--- config.mk ---
export PLATFORM = sky130hd
export DESIGN_NAME = core_scheduler_flat
export DESIGN_NICKNAME = d
export VERILOG_FILES = /design/src/rtl/gpu_pkg.sv /design/src/rtl/core_scheduler_if.sv /design/src/rtl/core_fetcher.sv /design/src/rtl/core_scheduler.sv /design/src/flat_wrapper.sv
export SDC_FILE = /design/constraint.sdc
export NUM_CORES = 1
export LEC_CHECK = 0
export ABC_AREA = 1
export BUFFER_PORTS_ARGS = -buffer_cell sky130_fd_sc_hd__buf_2
export CAP_MARGIN = 5
export CELL_PAD_IN_SITES_DETAIL_PLACEMENT = 1
export CELL_PAD_IN_SITES_GLOBAL_PLACEMENT = 1
export CORE_MARGIN = 4
export CORE_UTILIZATION = 31
export DETAILED_ROUTE_END_ITERATION = 6
export MAX_ROUTING_LAYER = met4
export PLACE_DENSITY = 0.88
export SYNTH_ARGS = -nofsm -noshare
export SYNTH_HDL_FRONTEND = slang
export SYNTH_SLANG_ARGS = --single-unit
--- constraint.sdc ---
create_clock -name clk -period 1.3 [get_ports clk]
set_input_delay 0.195 -clock clk [delete_from_list [all_inputs] [get_ports clk]]
set_output_delay 0.195 -clock clk [all_outputs]
set_load 0.01 [all_outputs]
--- src/rtl/gpu_pkg.sv ---
`default_nettype none
// ============================================================================
//  Package : gpu_pkg
//  Brief   : Shared types and constants for the per-core control sequencer.
//  Rev     : 1.0  initial release
// ============================================================================
package gpu_pkg;

    localparam int NUM_THREADS_DEFAULT = 4;

    localparam logic [3:0] OP_RET = 4'hF;
    localparam logic [3:0] OP_LDR = 4'h7;
    localparam logic [3:0] OP_STR = 4'h8;

    // IDLE must encode as zero: the debug state port reads 0 out of reset.
    typedef enum logic [2:0] {
        ST_IDLE     = 3'd0,
        ST_FETCH    = 3'd1,
        ST_DECODE   = 3'd2,
        ST_EXECUTE  = 3'd3,
        ST_WAIT_LSU = 3'd4,
        ST_UPDATE   = 3'd5,
        ST_DONE     = 3'd6
    } state_e;

    // Loads and stores are the only opcodes that wait on the lanes.
    function automatic logic is_mem_op(input logic [3:0] op);
        return (op == OP_LDR) || (op == OP_STR);
    endfunction

endpackage
`default_nettype wire

--- src/rtl/core_scheduler_if.sv ---
`default_nettype none
// ============================================================================
//  Interface : core_scheduler_if
//  Brief     : Dispatcher, program-memory and lane signals of one core.
//              master = scheduler side, slave = environment side.
//              PERF_COUNTER_EN adds the cycle_count signal.
//  Rev       : 1.0  initial release
// ============================================================================
interface core_scheduler_if #(
    parameter int NUM_THREADS    = 4,
    parameter int PROG_ADDR_BITS = 8,
    parameter int INSTR_BITS     = 16
);
    logic                      cu_enable;
    logic                      cu_reset;
    logic [2:0]                cu_active_threads;
    logic                      cu_complete;
    logic                      prog_req_valid;
    logic [PROG_ADDR_BITS-1:0] prog_req_addr;
    logic                      prog_resp_valid;
    logic [INSTR_BITS-1:0]     prog_resp_data;
    logic [INSTR_BITS-1:0]     instr;
    logic [NUM_THREADS-1:0]    thread_mask;
    logic                      exec_en;
    logic [NUM_THREADS-1:0]    lane_busy;
    logic                      branch_taken;
    logic [PROG_ADDR_BITS-1:0] branch_target;
    logic [2:0]                state;
`ifdef PERF_COUNTER_EN
    logic [15:0]               cycle_count;
`endif

    modport master (
`ifdef PERF_COUNTER_EN
        output cycle_count,
`endif
        input  cu_enable, cu_reset, cu_active_threads,
        input  prog_resp_valid, prog_resp_data,
        input  lane_busy, branch_taken, branch_target,
        output cu_complete, prog_req_valid, prog_req_addr,
        output instr, thread_mask, exec_en, state
    );

    modport slave (
`ifdef PERF_COUNTER_EN
        input  cycle_count,
`endif
        output cu_enable, cu_reset, cu_active_threads,
        output prog_resp_valid, prog_resp_data,
        output lane_busy, branch_taken, branch_target,
        input  cu_complete, prog_req_valid, prog_req_addr,
        input  instr, thread_mask, exec_en, state
    );

endinterface
`default_nettype wire

--- src/rtl/core_fetcher.sv ---
`default_nettype none
// ============================================================================
//  Module : core_fetcher
//  Brief  : Program-memory request/response handshake and instruction latch.
//           start opens a request at addr; done flags the accepted response.
//  Rev    : 1.0  initial release
// ============================================================================
module core_fetcher #(
    parameter int PROG_ADDR_BITS = 8,
    parameter int INSTR_BITS     = 16
) (
    input  wire logic                      clk,
    input  wire logic                      rst,
    input  wire logic                      start,
    output logic                           done,
    input  wire logic [PROG_ADDR_BITS-1:0] addr,
    output logic      [INSTR_BITS-1:0]     instr,
    output logic                           prog_req_valid,
    output logic      [PROG_ADDR_BITS-1:0] prog_req_addr,
    input  wire logic                      prog_resp_valid,
    input  wire logic [INSTR_BITS-1:0]     prog_resp_data
);

    logic                  r_req_valid;
    logic [INSTR_BITS-1:0] r_instr;

    // A response only counts while our own request is open, so stale
    // responses after an abandoned fetch fall on the floor.
    assign done           = r_req_valid & prog_resp_valid;
    assign prog_req_valid = r_req_valid;
    assign prog_req_addr  = addr;   // pc is held by the sequencer during FETCH
    assign instr          = r_instr;

    // Request flag opens on start, closes on the accepted response.
    always_ff @(posedge clk) begin
        if (rst) begin
            r_req_valid <= 1'b0;
            r_instr     <= '0;
        end else begin
            if (done) begin
                r_req_valid <= 1'b0;
                r_instr     <= prog_resp_data;
            end else if (start) begin
                r_req_valid <= 1'b1;
            end
        end
    end

endmodule
`default_nettype wire

--- src/rtl/core_scheduler.sv ---
`default_nettype none
// ============================================================================
//  Module : core_scheduler
//  Brief  : Per-core control sequencer. Latches the active lane count on
//           cu_enable, then loops fetch/decode/execute/update until RET,
//           raising cu_complete until the dispatcher resets the core.
//           Optional macro PERF_COUNTER_EN adds a saturating 16-bit count of
//           cycles spent outside IDLE and DONE.
//  Rev    : 1.0  initial release
// ============================================================================
module core_scheduler
    import gpu_pkg::*;
#(
    parameter int NUM_THREADS    = NUM_THREADS_DEFAULT,
    parameter int PROG_ADDR_BITS = 8,
    parameter int INSTR_BITS     = 16
) (
    input  wire logic         clk,
    input  wire logic         reset,
    core_scheduler_if.master  bus
);

    localparam logic [PROG_ADDR_BITS-1:0] c_PC_ONE = {{(PROG_ADDR_BITS-1){1'b0}}, 1'b1};

    state_e                    r_state;
    logic [PROG_ADDR_BITS-1:0] r_pc;
    logic [NUM_THREADS-1:0]    r_mask;
    logic                      r_exec_en;
    logic                      r_complete;

    logic                      w_soft_rst;
    logic                      w_fetch_start;
    logic                      w_fetch_done;
    logic [INSTR_BITS-1:0]     w_instr;
    logic [3:0]                w_opcode;
    logic [NUM_THREADS-1:0]    w_start_mask;

    assign w_soft_rst = reset | bus.cu_reset;
    assign w_opcode   = w_instr[INSTR_BITS-1 -: 4];

    // A fetch opens when a run starts with lanes, and after every UPDATE.
    assign w_fetch_start = ((r_state == ST_IDLE) && bus.cu_enable &&
                            (bus.cu_active_threads != 3'd0)) ||
                           (r_state == ST_UPDATE);

    // Lane i is active iff i < min(count, NUM_THREADS); since i is always
    // below NUM_THREADS the clamp folds into a plain i < count test.
    always_comb begin
        w_start_mask = '0;
        for (int i = 0; i < NUM_THREADS; i++) begin
            w_start_mask[i] = (int'(bus.cu_active_threads) > i);
        end
    end

    core_fetcher #(
        .PROG_ADDR_BITS (PROG_ADDR_BITS),
        .INSTR_BITS     (INSTR_BITS)
    ) u_fetcher (
        .clk             (clk),
        .rst             (w_soft_rst),
        .start           (w_fetch_start),
        .done            (w_fetch_done),
        .addr            (r_pc),
        .instr           (w_instr),
        .prog_req_valid  (bus.prog_req_valid),
        .prog_req_addr   (bus.prog_req_addr),
        .prog_resp_valid (bus.prog_resp_valid),
        .prog_resp_data  (bus.prog_resp_data)
    );

    // Sequencer FSM with registered execute strobe and completion flag.
    always_ff @(posedge clk) begin
        if (w_soft_rst) begin
            r_state    <= ST_IDLE;
            r_pc       <= '0;
            r_mask     <= '0;
            r_exec_en  <= 1'b0;
            r_complete <= 1'b0;
        end else begin
            r_exec_en <= 1'b0;
            case (r_state)
                ST_IDLE: begin
                    if (bus.cu_enable) begin
                        r_pc   <= '0;
                        r_mask <= w_start_mask;
                        if (bus.cu_active_threads == 3'd0) begin
                            r_state    <= ST_DONE;
                            r_complete <= 1'b1;
                        end else begin
                            r_state <= ST_FETCH;
                        end
                    end
                end
                ST_FETCH: begin
                    if (w_fetch_done) r_state <= ST_DECODE;
                end
                ST_DECODE: begin
                    if (w_opcode == OP_RET) begin
                        r_state    <= ST_DONE;
                        r_complete <= 1'b1;
                    end else begin
                        r_state   <= ST_EXECUTE;
                        r_exec_en <= 1'b1;
                    end
                end
                ST_EXECUTE: begin
                    r_state <= is_mem_op(w_opcode) ? ST_WAIT_LSU : ST_UPDATE;
                end
                ST_WAIT_LSU: begin
                    if ((bus.lane_busy & r_mask) == '0) r_state <= ST_UPDATE;
                end
                ST_UPDATE: begin
                    r_pc    <= bus.branch_taken ? bus.branch_target : r_pc + c_PC_ONE;
                    r_state <= ST_FETCH;
                end
                ST_DONE: begin
                    r_state <= ST_DONE;
                end
                default: begin
                    r_state <= ST_IDLE;
                end
            endcase
        end
    end

    assign bus.state       = r_state;
    assign bus.thread_mask = r_mask;
    assign bus.exec_en     = r_exec_en;
    assign bus.cu_complete = r_complete;
    assign bus.instr       = w_instr;

`ifdef PERF_COUNTER_EN
    logic [15:0] r_cycle_count;

    // Count busy cycles, saturating; naturally frozen once in DONE.
    always_ff @(posedge clk) begin
        if (w_soft_rst) begin
            r_cycle_count <= '0;
        end else if ((r_state != ST_IDLE) && (r_state != ST_DONE) &&
                     (r_cycle_count != 16'hFFFF)) begin
            r_cycle_count <= r_cycle_count + 16'd1;
        end
    end

    assign bus.cycle_count = r_cycle_count;
`endif

endmodule
`default_nettype wire
--- src/flat_wrapper.sv ---
// flat-port wrapper written by rule: the top's interface ports become plain ports
module core_scheduler_flat import gpu_pkg::*;
#(
    parameter int NUM_THREADS    = NUM_THREADS_DEFAULT,
    parameter int PROG_ADDR_BITS = 8,
    parameter int INSTR_BITS     = 16
)
  (clk, reset, bus_cu_enable, bus_cu_reset, bus_cu_active_threads, bus_prog_resp_valid, bus_prog_resp_data, bus_lane_busy, bus_branch_taken, bus_branch_target, bus_cu_complete, bus_prog_req_valid, bus_prog_req_addr, bus_instr, bus_thread_mask, bus_exec_en, bus_state);
  core_scheduler_if #(.NUM_THREADS(NUM_THREADS), .PROG_ADDR_BITS(PROG_ADDR_BITS), .INSTR_BITS(INSTR_BITS)) bus_i ();
  input  wire logic clk;
  input  wire logic reset;
  input wire logic [$bits(bus_i.cu_enable)-1:0] bus_cu_enable;
  input wire logic [$bits(bus_i.cu_reset)-1:0] bus_cu_reset;
  input wire logic [$bits(bus_i.cu_active_threads)-1:0] bus_cu_active_threads;
  input wire logic [$bits(bus_i.prog_resp_valid)-1:0] bus_prog_resp_valid;
  input wire logic [$bits(bus_i.prog_resp_data)-1:0] bus_prog_resp_data;
  input wire logic [$bits(bus_i.lane_busy)-1:0] bus_lane_busy;
  input wire logic [$bits(bus_i.branch_taken)-1:0] bus_branch_taken;
  input wire logic [$bits(bus_i.branch_target)-1:0] bus_branch_target;
  output wire logic [$bits(bus_i.cu_complete)-1:0] bus_cu_complete;
  output wire logic [$bits(bus_i.prog_req_valid)-1:0] bus_prog_req_valid;
  output wire logic [$bits(bus_i.prog_req_addr)-1:0] bus_prog_req_addr;
  output wire logic [$bits(bus_i.instr)-1:0] bus_instr;
  output wire logic [$bits(bus_i.thread_mask)-1:0] bus_thread_mask;
  output wire logic [$bits(bus_i.exec_en)-1:0] bus_exec_en;
  output wire logic [$bits(bus_i.state)-1:0] bus_state;
  assign bus_i.cu_enable = bus_cu_enable;
  assign bus_i.cu_reset = bus_cu_reset;
  assign bus_i.cu_active_threads = bus_cu_active_threads;
  assign bus_i.prog_resp_valid = bus_prog_resp_valid;
  assign bus_i.prog_resp_data = bus_prog_resp_data;
  assign bus_i.lane_busy = bus_lane_busy;
  assign bus_i.branch_taken = bus_branch_taken;
  assign bus_i.branch_target = bus_branch_target;
  assign bus_cu_complete = bus_i.cu_complete;
  assign bus_prog_req_valid = bus_i.prog_req_valid;
  assign bus_prog_req_addr = bus_i.prog_req_addr;
  assign bus_instr = bus_i.instr;
  assign bus_thread_mask = bus_i.thread_mask;
  assign bus_exec_en = bus_i.exec_en;
  assign bus_state = bus_i.state;
  core_scheduler #(.NUM_THREADS(NUM_THREADS), .PROG_ADDR_BITS(PROG_ADDR_BITS), .INSTR_BITS(INSTR_BITS)) u_core (.clk(clk), .reset(reset), .bus(bus_i));
endmodule
==> results.md, run 1 <==
* Routed len/inst at about 13 um
* Antenna viol nets, final at 0
* TritonCTS buffer count at 5
* Compound-cell area share of the yosys netlist at 14.1%
* Fillers at between 600 and 700
* Post-synth top area share at 43.0%
* Largest family of logic cells by synthesized area: simple AND/OR/NAND/NOR gates
* Sequential Area at 697 um^2
* Post-cts hold buffer count at 0
* Simple-Gate Fraction of Synth Area at about a third
* Layout cells sized above 1 at between 30% and 40%
* CP top delay family: simple AND/OR/NAND/NOR gates
* # Max-Cap Violations at 0
* Vias per Instance at 4.71
* Drt pass-1 iters at 4
* DRC at 0
* Final GP Congestion at between 0.7 and 0.8
* Max-slew headroom at between 60 and 70%
* Clk_lat worst skew at 0.28 ns
* WP data required at 1.47 ns
* Adder-cell area share of the yosys netlist at less than 1%
* P_leak at 1.03 nW
* Crit-path cells: ha_4, nand2_2, nor2_4, nand3_1, nand2_1, nand3_1, nand2_1, a21oi_1
* I/O Buffers at 70
* P_int at between 1.5 and 2 mW
* Clock Tree Buf Depth at 2
* CTS Sinks at 34
* Switch share at about a quarter
* Clk_skew at 0.00561 ns
* Yosys warnings at 0
* Crit path launch type: flop
* Crit share post-route at between 90% and 100%
* Post-synthesis mux area share at 0%
* Switching Power at about 0.55 mW
* Final setup fails at 0
* CP Class: reg2reg
* Syn avg cell area at roughly 6.8 um^2
* Top Ports at between 70 and 80
* H-tree depth at 2
* Netlist cell types at 24
* Combinational power share at a little over an eighth
* Fmax at 839 MHz
* CTS tree: yes
* Synth Cell Area at 1580 um^2
* Crit-path max FO at 3
* Via count at ~1800
* Die width at approximately 79 um
* CP max-delay cell: dfxtp_2
* Syn_nets at ~270
* Antenna violations before repair at 0
* Total power at ~2.1 mW
* CP max stage delay at around 0.37 ns
* Row count at 25
* Fin. Hold Viols at 0
* Max-slew violations at 0
* Total gr overflow at 0
* Seq/Total Area, Yosys at 43.0%
* Synth area leaders: dfxtp_1, nor2_1, nand2_1
* Clock share of power at between 30% and 40%
* Clk pin slew, worst setup/hold paths at ~0.070 ns
* Run status: finished, final reports clean
* Synth Register Bits at 34
* Die H at slightly below 80 um
* Initial DRC Count at 53
* Fin crit period at around 1.2 ns
* Nets at about 350
* Vias in the first global route at 1875
* Flop pwr share at between 50% and 60%
* RSZ-0062 raised after global routing: yes
* Xor/xnor cell area share of the yosys netlist at under 10%
* HP Class: in2reg
* Mapped Cells at 233
* Setup TNS at 0 ns
* Critical Path AT at approximately 1.4 ns
* GRT Util Overall at 16.7%
* Initial Utilization at between 30% and 40%
* Post-DP HPWL at 3800 um
* Least-Margin Pin Slew at around 0.47 ns
* Core Area at roughly 4800 um^2
* Antenna fix cells at 0
* Die area at approximately 6300 um^2
* Syn-to-layout area delta at 37.9%
* First-pass GRT wire length at just over 8000 um
* Peak supply drop at ~0.00043 V
* P per Cell Area at approximately 950 nW/um^2
* Total Routed Length at around 5000 um
* Setup crit end kind: flop
* Yosys top cell by area: dfxtp_1
* CTS Root Cell: clkbuf_8
* WHS at between 0.15 and 0.2 ns
* Crit path buf inv count at 0
* Multi-input logic area at 853 um^2
* Largest net degree at the start of global routing at 18
* Final core utilization at between 40% and 50%
area by class of cell:
cell class	instances	area share (%)
multi-input cells	175	39.1
well taps	67	3.84
clock buffers	5	3.15
inverters	18	3.44
flip-flops and latches	34	31.9
repair buffers	76	18.1
clock inverters	2	0.458
per-layer routing:
| metal | vias up | track usage (%) | share of wire, % |
|---|---|---|---|
| met5 | - | - | 0 |
| met4 | 0 | 4.12 | 0.85 |
| met3 | 6 | 4.63 | 6.5 |
| met2 | 54 | 29.4 | 51 |
| met1 | 816 | 18.8 | 42 |
| li1 | 901 | - | - |
worst paths after layout:
kind | start | end | slack [ns] | cells after the start
worst min-delay path | bus_prog_resp_data[4] | u_core.u_fetcher.instr[4] | 0.16 | 3
worst max-delay path | u_core.r_pc[1] | u_core.r_pc[6] | 0.11 | 8
worst min register to register | u_core.bus.cu_complete | u_core.bus.cu_complete | 0.46 | 1
worst max register to register | u_core.r_pc[1] | u_core.r_pc[6] | 0.11 | 8
logic make-up after synthesis:
logic type / count (synthesis)
simple gates: 128
flops: 34
fa+ha+maj: 1
compound gates: 43
buf+inv: 24
xor+xnor: 3
worst register-to-register path, stage by stage, from the launching register on:
cell and delay, ns:
dfxtp_2 0.37, ha_4 0.15, nand2_2 0.08, nor2_4 0.14, nand3_1 0.09, nand2_1 0.07, nand3_1 0.06, nand2_1 0.07
a21oi_1 0.05
power by group through the flow:
| stage | clock (mW) | sequential (mW) | combinational, mW |
|---|---|---|---|
| 6_report | 0.733 | 1.08 | 0.276 |
| 5_1_grt | 0.822 | 1.08 | 0.317 |
| 4_1_cts | 0.768 | 1.08 | 0.268 |
| 3_5_place_dp | 0 | 1.10 | 0.266 |
| 3_3_place_gp | 0 | 1.10 | 0.259 |
| 2_1_floorplan | 0 | 1.11 | 0.139 |
what timing repair did:
| action | CTS | global route |
|---|---|---|
| pin swaps | 0 | 5 |
| setup endpoints to repair | 1 | 27 |
| buffers inserted | 0 | 2 |
| resized for setup | 1 | 24 |
cell usage after synthesis:
| cell type | n |
|---|---|
| ha_1 | 1 |
| nand2_1 | 47 |
| clkbuf_1 | 2 |
| nand4_1 | 2 |
| nand2_4 | 1 |
| a21oi_1 | 18 |
| a21boi_1 | 1 |
| inv_1 | 14 |
| nor2_1 | 54 |
| clkinv_1 | 1 |
| o211ai_1 | 1 |
| xor2_1 | 3 |
| nand3_1 | 14 |
| o21ai_1 | 2 |
| inv_2 | 2 |
| o21a_1 | 1 |
| nor2_2 | 3 |
| dfxtp_1 | 34 |
| nor3_1 | 2 |
| nor2_4 | 2 |
| inv_4 | 1 |
| buf_2 | 4 |
| o21ai_0 | 20 |
| nand2_2 | 3 |
metrics by stage:
step	setup slack [ns]	instances	instance area (um^2)
floorplan	0.0538	233	1580
global placement	0.0746	368	2020
detailed placement	-0.0102	368	2020
CTS	0.000334	375	2100
global route	-0.0364	377	2180
finish	0.109	377	2180
cells in the final DEF, fill, tap and decap left out, drive strengths merged:
cell and count:
o21ai 22, ha 1, buf 76, nand4 2, a21oi 18, nand2 51, inv 17, o211ai 1
nor3 2, xor2 3, a21boi 1, o21a 1, clkinv 3, dfxtp 34, nor2 59, clkbuf 5
nand3 14
flip-flops by register name, indices dropped and copies added (netlist names):
register and flops:
u_core.bus.cu_complete 1, u_core.u_fetcher.prog_req_valid 1, u_core.bus.exec_en 1, u_core.r_pc 8, u_core.u_fetcher.instr 16, u_core.bus.state 3, u_core.bus.thread_mask 4
(Power assumes the default switching activity.)
==> run 2, diff against run 1 <==
- BUFFER_PORTS_ARGS: -buffer_cell sky130_fd_sc_hd__buf_2 -> not set
- CORE_UTILIZATION: 31 -> 41
- DONT_BUFFER_PORTS: not set -> 1
- PLACE_DENSITY: 0.88 -> 0.86
==> run 2 against run 1 <==
Core utilization is 6.1 points higher. Cell count is 20% lower. Critical path depth is 2 lower. Sequential power hardly changed. Maximum frequency is 0.50% lower. Largest cell class unchanged. Largest power group unchanged. Highest routed layer unchanged.
==> results.md, run 2 (same netlist as run 1, synthesis figures left out) <==
* Run status: finished, final reports clean
* Total gr overflow at 0 (unchanged)
* Vias per Instance at 5.15 (+9.3%)
* Final GP Congestion at 0.760 (-3.5%)
* GRT Util Overall at 17.7% (+0.98 points)
* Via count at 1546 (-13%)
* HP Class: in2reg
* Critical Path AT at 1.37 ns (about the same)
* CP Class: reg2reg
* P_leak at 0.768 nW (-25%)
* Layout cells sized above 1 at 18.7% (-18 points)
* Clk pin slew, worst setup/hold paths at 0.07 ns (about the same)
* Worst slack at placement at 0.0414 ns (+0.0515 ns)
* Crit path launch type: flop
* Placed Cells at 291 (-21%)
* I/O Buffers at 0 (-100%)
* Vias in the first global route at 1566 (-16%)
* Least-Margin Pin Slew at 0.380 ns (-0.0911 ns)
* Nets at 289 (-17%)
* Max-slew violations at 0 (unchanged)
* Syn-to-layout area delta at 19.1%
* Max reg flops at 16 (unchanged)
* Setup crit end kind: flop
* Initial Utilization at 42.9% (+10 points)
* Die H at 70.1 um (-12%)
* DRC at 0 (unchanged)
* Core Area at 3690 um^2 (-24%)
* CTS Sinks at 34 (unchanged)
* Antenna viol nets, final at 0 (unchanged)
* Clk_skew at 0.00611 ns (+0.000494 ns)
* P per Cell Area at 1180 nW/um^2 (+24%)
* # Max-Cap Violations at 0 (unchanged)
* Final setup fails at 0 (unchanged)
* Post-cts hold buffer count at 0 (unchanged)
* Fin crit period at 1.20 ns (+0.00596 ns)
* Die width at 70.1 um (-12%)
* Fin area at 1880 um^2 (-14%)
* Clk_lat worst skew at 0.28 ns (about the same)
* Commonest non-fill, non-tap cell in the layout: nor2_1
* Fin. Hold Viols at 0 (unchanged)
* Max-slew headroom at 74.7% (+6.1 points)
* Post-DP HPWL at 3250 um (-14%)
* Row count at 22 (-12%)
* Fillers at 504 (-23%)
* Largest net degree at the start of global routing at 18 (unchanged)
* Peak supply drop at 0.000577 V (+36%)
* Antenna violations before repair at 0 (unchanged)
* CTS tree: yes
* Die area at 4920 um^2 (-22%)
* Crit share post-route at 92.1% (+0.46 points)
* TritonCTS buffer count at 5 (unchanged)
* Initial DRC Count at 33 (-38%)
* Commonest cells after routing, fill and taps aside: nor2_1, nand2_1, dfxtp_1, o21ai_0, a21oi_1
* Fin worst setup slack at 0.103 ns (-0.00596 ns)
* Crit-path max FO at 3 (unchanged)
* DP Area at 1740 um^2 (-14%)
* Clock Tree Buf Depth at 2 (unchanged)
* H-tree depth at 2 (unchanged)
* First-pass GRT wire length at 6890 um (-17%)
* Layout Cells excl Fill at 300 (-20%)
* Total Routed Length at 4190 um (-15%)
* RSZ-0062 raised after global routing: yes
* Fmax at 835 MHz (-0.50%)
* Routed len/inst at 14.0 um (+6.4%)
* WP data required at 1.47 ns (about the same)
* Drt pass-1 iters at 4 (unchanged)
* CTS Root Cell: clkbuf_8
* Top Ports at 71 (unchanged)
* Antenna fix cells at 0 (unchanged)
-- run 2: cell count changes in the layout (fill, tap and decap cells not counted), moves of 3 or more --
cell | before | now
dfxtp_4 | 3 | 0
nand2_2 | 7 | 3
nand2_1 | 43 | 46
buf_4 | 6 | 17
buf_2 | 70 | 0
-- run 2: worst max-delay path: stages (launching register included) --
cell     delay, ns
dfxtp_2       0.34
ha_1          0.21
nand2_1       0.12
nor2_4        0.05
xor2_1        0.13
o21ai_0       0.15
a21oi_1       0.08
-- run 2: stage by stage --
stage          hold slack (ns)  TNS (ns)  power, mW  util (%)
6_report                0.0671         0       2.23      51.1
4_1_cts                 0.0613         0       2.26      50.0
3_3_place_gp             0.362         0       1.30      47.0
5_1_grt                 0.0850  -0.00491       2.34      51.1
2_1_floorplan            0.359         0       1.25         -
3_5_place_dp             0.372         0       1.30      47.0
-- run 2: repair_timing --
item	CTS	global route
gates resized for setup	0	12
setup buffers	0	1
endpoints found under the setup margin	0	28
-- run 2: layer usage --
layer	vias to the layer above	global-route usage, %	share of wire (%)
met5	-	-	0
met2	45	30.3	50
met4	0	5.11	1.3
li1	782	-	-
met1	714	18.7	40
met3	5	7.34	8.1
-- run 2: cell type report --
class | instances | area (um^2) | area share (%)
tap | 48 | 60.1 | 3.19
inverter | 18 | 73.8 | 3.92
clock inverter | 3 | 40.0 | 2.12
clock buffer | 5 | 68.8 | 3.65
sequential | 34 | 687 | 36.5
timing repair buffer | 17 | 128 | 6.77
multi-input combinational | 175 | 827 | 43.9
-- run 2: where the power goes --
group          total, mW  switching [mW]  leakage (nW)  internal (mW)
clock              0.946           0.382        0.0579          0.564
combinational      0.197           0.126         0.433         0.0709
sequential          1.09          0.0237         0.277           1.06
total               2.23           0.531         0.768           1.70
-- run 2: final timing paths --
path / start / to / depth (start not counted) / slack (ns)
setup / recovery: u_core.r_pc[0] / u_core.r_pc[4] / 6 / 0.10
hold / removal: bus_cu_active_threads[2] / u_core.bus.thread_mask[3] / 2 / 0.07
setup reg to reg: u_core.r_pc[0] / u_core.r_pc[4] / 6 / 0.10
hold reg to reg: u_core.r_pc[5] / u_core.r_pc[5] / 2 / 0.52
==> run 3, diff against run 2 <==
- REMOVE_ABC_BUFFERS: not set -> 1
==> run 3 against run 2 <==
Clock skew is 0.0036 ns lower. Worst setup slack worse by 0.012 ns. Hold slack better by 0.0041 ns. Via count fell by 0.13%. Maximum frequency decreased by 1.0%. Largest power group unchanged. Critical endpoint is now u_core.r_pc[6].
==> results.md, run 3 (same netlist as run 1, synthesis figures left out) <==
* CP max stage delay at 0.36 ns (+0.02 ns)
* Reg2reg start: u_core.r_pc[1]
* Max reg flops at 16 (unchanged)
* Vias in the first global route at 1565 (-0.064%)
* Die H at 70.1 um (unchanged)
* Via count at 1544 (-0.13%)
* DRC at 0 (unchanged)
* # Max-Cap Violations at 0 (unchanged)
* Total gr overflow at 0 (unchanged)
* Least-Margin Pin Slew at 0.456 ns (+0.0764 ns)
* RSZ-0062 raised after global routing: yes
* Nets at 290 (+0.35%)
* Clock Tree Buf Depth at 2 (unchanged)
* Fin crit period at 1.21 ns (+0.0121 ns)
* Fillers at 487 (-3.4%)
* Final core utilization at 51.1% (unchanged)
* Syn-to-layout area delta at 19.1% (unchanged)
* Die width at 70.1 um (unchanged)
* P_leak at 0.756 nW (-1.5%)
* Routed len/inst at 14.4 um (+2.7%)
* Max-slew headroom at 69.6% (-5.1 points)
* Hold Crit Start: bus_cu_active_threads[2]
* Sequential Area at 686 um^2 (-0.18%)
* Crit-path most repeated cell: nand2_1
* I/O Buffers at 0 (unchanged)
* Clk_lat worst skew at 0.29 ns (about the same)
* FF-to-FF path depth at 8 (+2)
* Register-to-register setup slack at 0.09 ns (about the same)
* Vias per Instance at 5.13 (-0.46%)
* Worst hold path depth at 2 (unchanged)
* Max-slew violations at 0 (unchanged)
* P per Cell Area at 1200 nW/um^2 (+1.8%)
* Multi-input logic area at 820 um^2 (-0.91%)
* Clk_skew at 0.00251 ns (-0.00360 ns)
* Hold Path End: u_core.bus.thread_mask[3]
* Fin. Hold Viols at 0 (unchanged)
* Crit-path max FO at 3 (unchanged)
* Final GP Congestion at 0.813 (+6.9%)
* Critical Path AT at 1.38 ns (about the same)
* Antenna violations before repair at 0 (unchanged)
* Drt pass-1 iters at 4 (unchanged)
* CTS Root Cell: clkbuf_8
* TritonCTS buffer count at 5 (unchanged)
* WP data required at 1.48 ns (about the same)
* Worst slack at placement at 0.0179 ns (-0.0234 ns)
* Fin worst setup slack at 0.0907 ns (-0.0121 ns)
* Initial Utilization at 42.9% (unchanged)
* HP Class: in2reg
* Fmax at 827 MHz (-1.0%)
* Antenna fix cells at 0 (unchanged)
* Commonest non-fill, non-tap cell in the layout: nor2_1
* Core Area at 3690 um^2 (unchanged)
* Commonest cells after routing, fill and taps aside: nor2_1, nand2_1, dfxtp_1, o21ai_0
* Largest net degree at the start of global routing at 19 (+1)
* Die area at 4920 um^2 (unchanged)
* Total Routed Length at 4320 um (+3.1%)
* GRT Util Overall at 18.9% (+1.2 points)
* Run status: finished, final reports clean
* Top Ports at 71 (unchanged)
* Fin area at 1880 um^2 (unchanged)
* Antenna viol nets, final at 0 (unchanged)
* CP Class: reg2reg
* Setup crit end kind: flop
* Clk pin slew, worst setup/hold paths at 0.07 ns (about the same)
* CP max-delay cell: dfxtp_1
* Crit share post-route at 93.0% (+0.93 points)
* First-pass GRT wire length at 7210 um (+4.6%)
* Layout cells sized above 1 at 18.2% (-0.47 points)
* Initial DRC Count at 25 (-24%)
* Post-DP HPWL at 3350 um (+3.1%)
* DP Area at 1740 um^2 (+0.43%)
* H-tree depth at 2 (unchanged)
* CTS tree: yes
* Peak supply drop at 0.000668 V (+16%)
* Crit-path cells: ha_2, nand2_1, nor2_4, nand3_1, nand2_1, nand3_1, nand2_1, a21oi_1
* Final setup fails at 0 (unchanged)
* Row count at 22 (unchanged)
* Crit path launch type: flop
* Reg2reg end: u_core.r_pc[6]
* CTS Sinks at 34 (unchanged)
## run 3: area by class of cell
class | count | share of cell area, %
clock buffer | 5 | 3.65
clock inverter | 3 | 2.39
inverter | 18 | 3.72
multi-input combinational | 175 | 43.5
sequential | 34 | 36.4
tap | 48 | 3.19
timing repair buffer | 18 | 7.17
## run 3: metal layers
| metal | vias up | share of wire (%) | global-route usage [%] |
|---|---|---|---|
| li1 | 783 | - | - |
| met1 | 704 | 41 | 20.5 |
| met5 | - | 0 | - |
| met4 | 0 | 1.5 | 5.96 |
| met2 | 51 | 49 | 32.0 |
| met3 | 6 | 8.0 | 7.19 |
## run 3: timing repair
action,4_1_cts,5_1_grt
resized for setup,0,9
hold buffers,0,0
endpoints found under the hold margin,0,0
endpoints found under the setup margin,0,14
buffers inserted,0,1
## run 3: how the worst max path moves through the flow
stage | from | endpoint | slack, ns | cells after the start
6_report | u_core.r_pc[1] | u_core.r_pc[6] | 0.09 | 8
5_1_grt | u_core.r_pc[2] | u_core.r_pc[7] | -0.02 | 7
4_1_cts | u_core.r_pc[0] | u_core.r_pc[6] | 0.008 | 8
3_5_place_dp | u_core.r_pc[0] | u_core.r_pc[6] | 0.02 | 8
3_3_place_gp | u_core.bus.state[2] | u_core.r_pc[1] | 0.11 | 7
2_1_floorplan | u_core.r_pc[0] | u_core.r_pc[6] | 0.04 | 8
## run 3: metrics by stage
stage / setup TNS [ns] / std cells / hold WS (ns) / total power, mW
2_1_floorplan: 0 / 227 / 0.359 / 1.24
3_3_place_gp: 0 / 292 / 0.364 / 1.30
3_5_place_dp: 0 / 292 / 0.373 / 1.30
4_1_cts: 0 / 300 / 0.0650 / 2.29
5_1_grt: -0.0294 / 301 / 0.0773 / 2.38
6_report: 0 / 301 / 0.0712 / 2.27
## run 3: critical path: cells and delay by family (launching register included)
| family | cells | cell delay (ns) |
|---|---|---|
| simple gates | 6 | 0.50 |
| fa+ha+maj | 1 | 0.20 |
| flops | 1 | 0.36 |
| compound gates | 1 | 0.05 |
## run 3: power breakdown
part / switching (mW) / leakage [nW] / internal (mW)
Sequential: 0.0231 / 0.277 / 1.06
Combinational: 0.128 / 0.429 / 0.0750
Clock: 0.411 / 0.0504 / 0.570
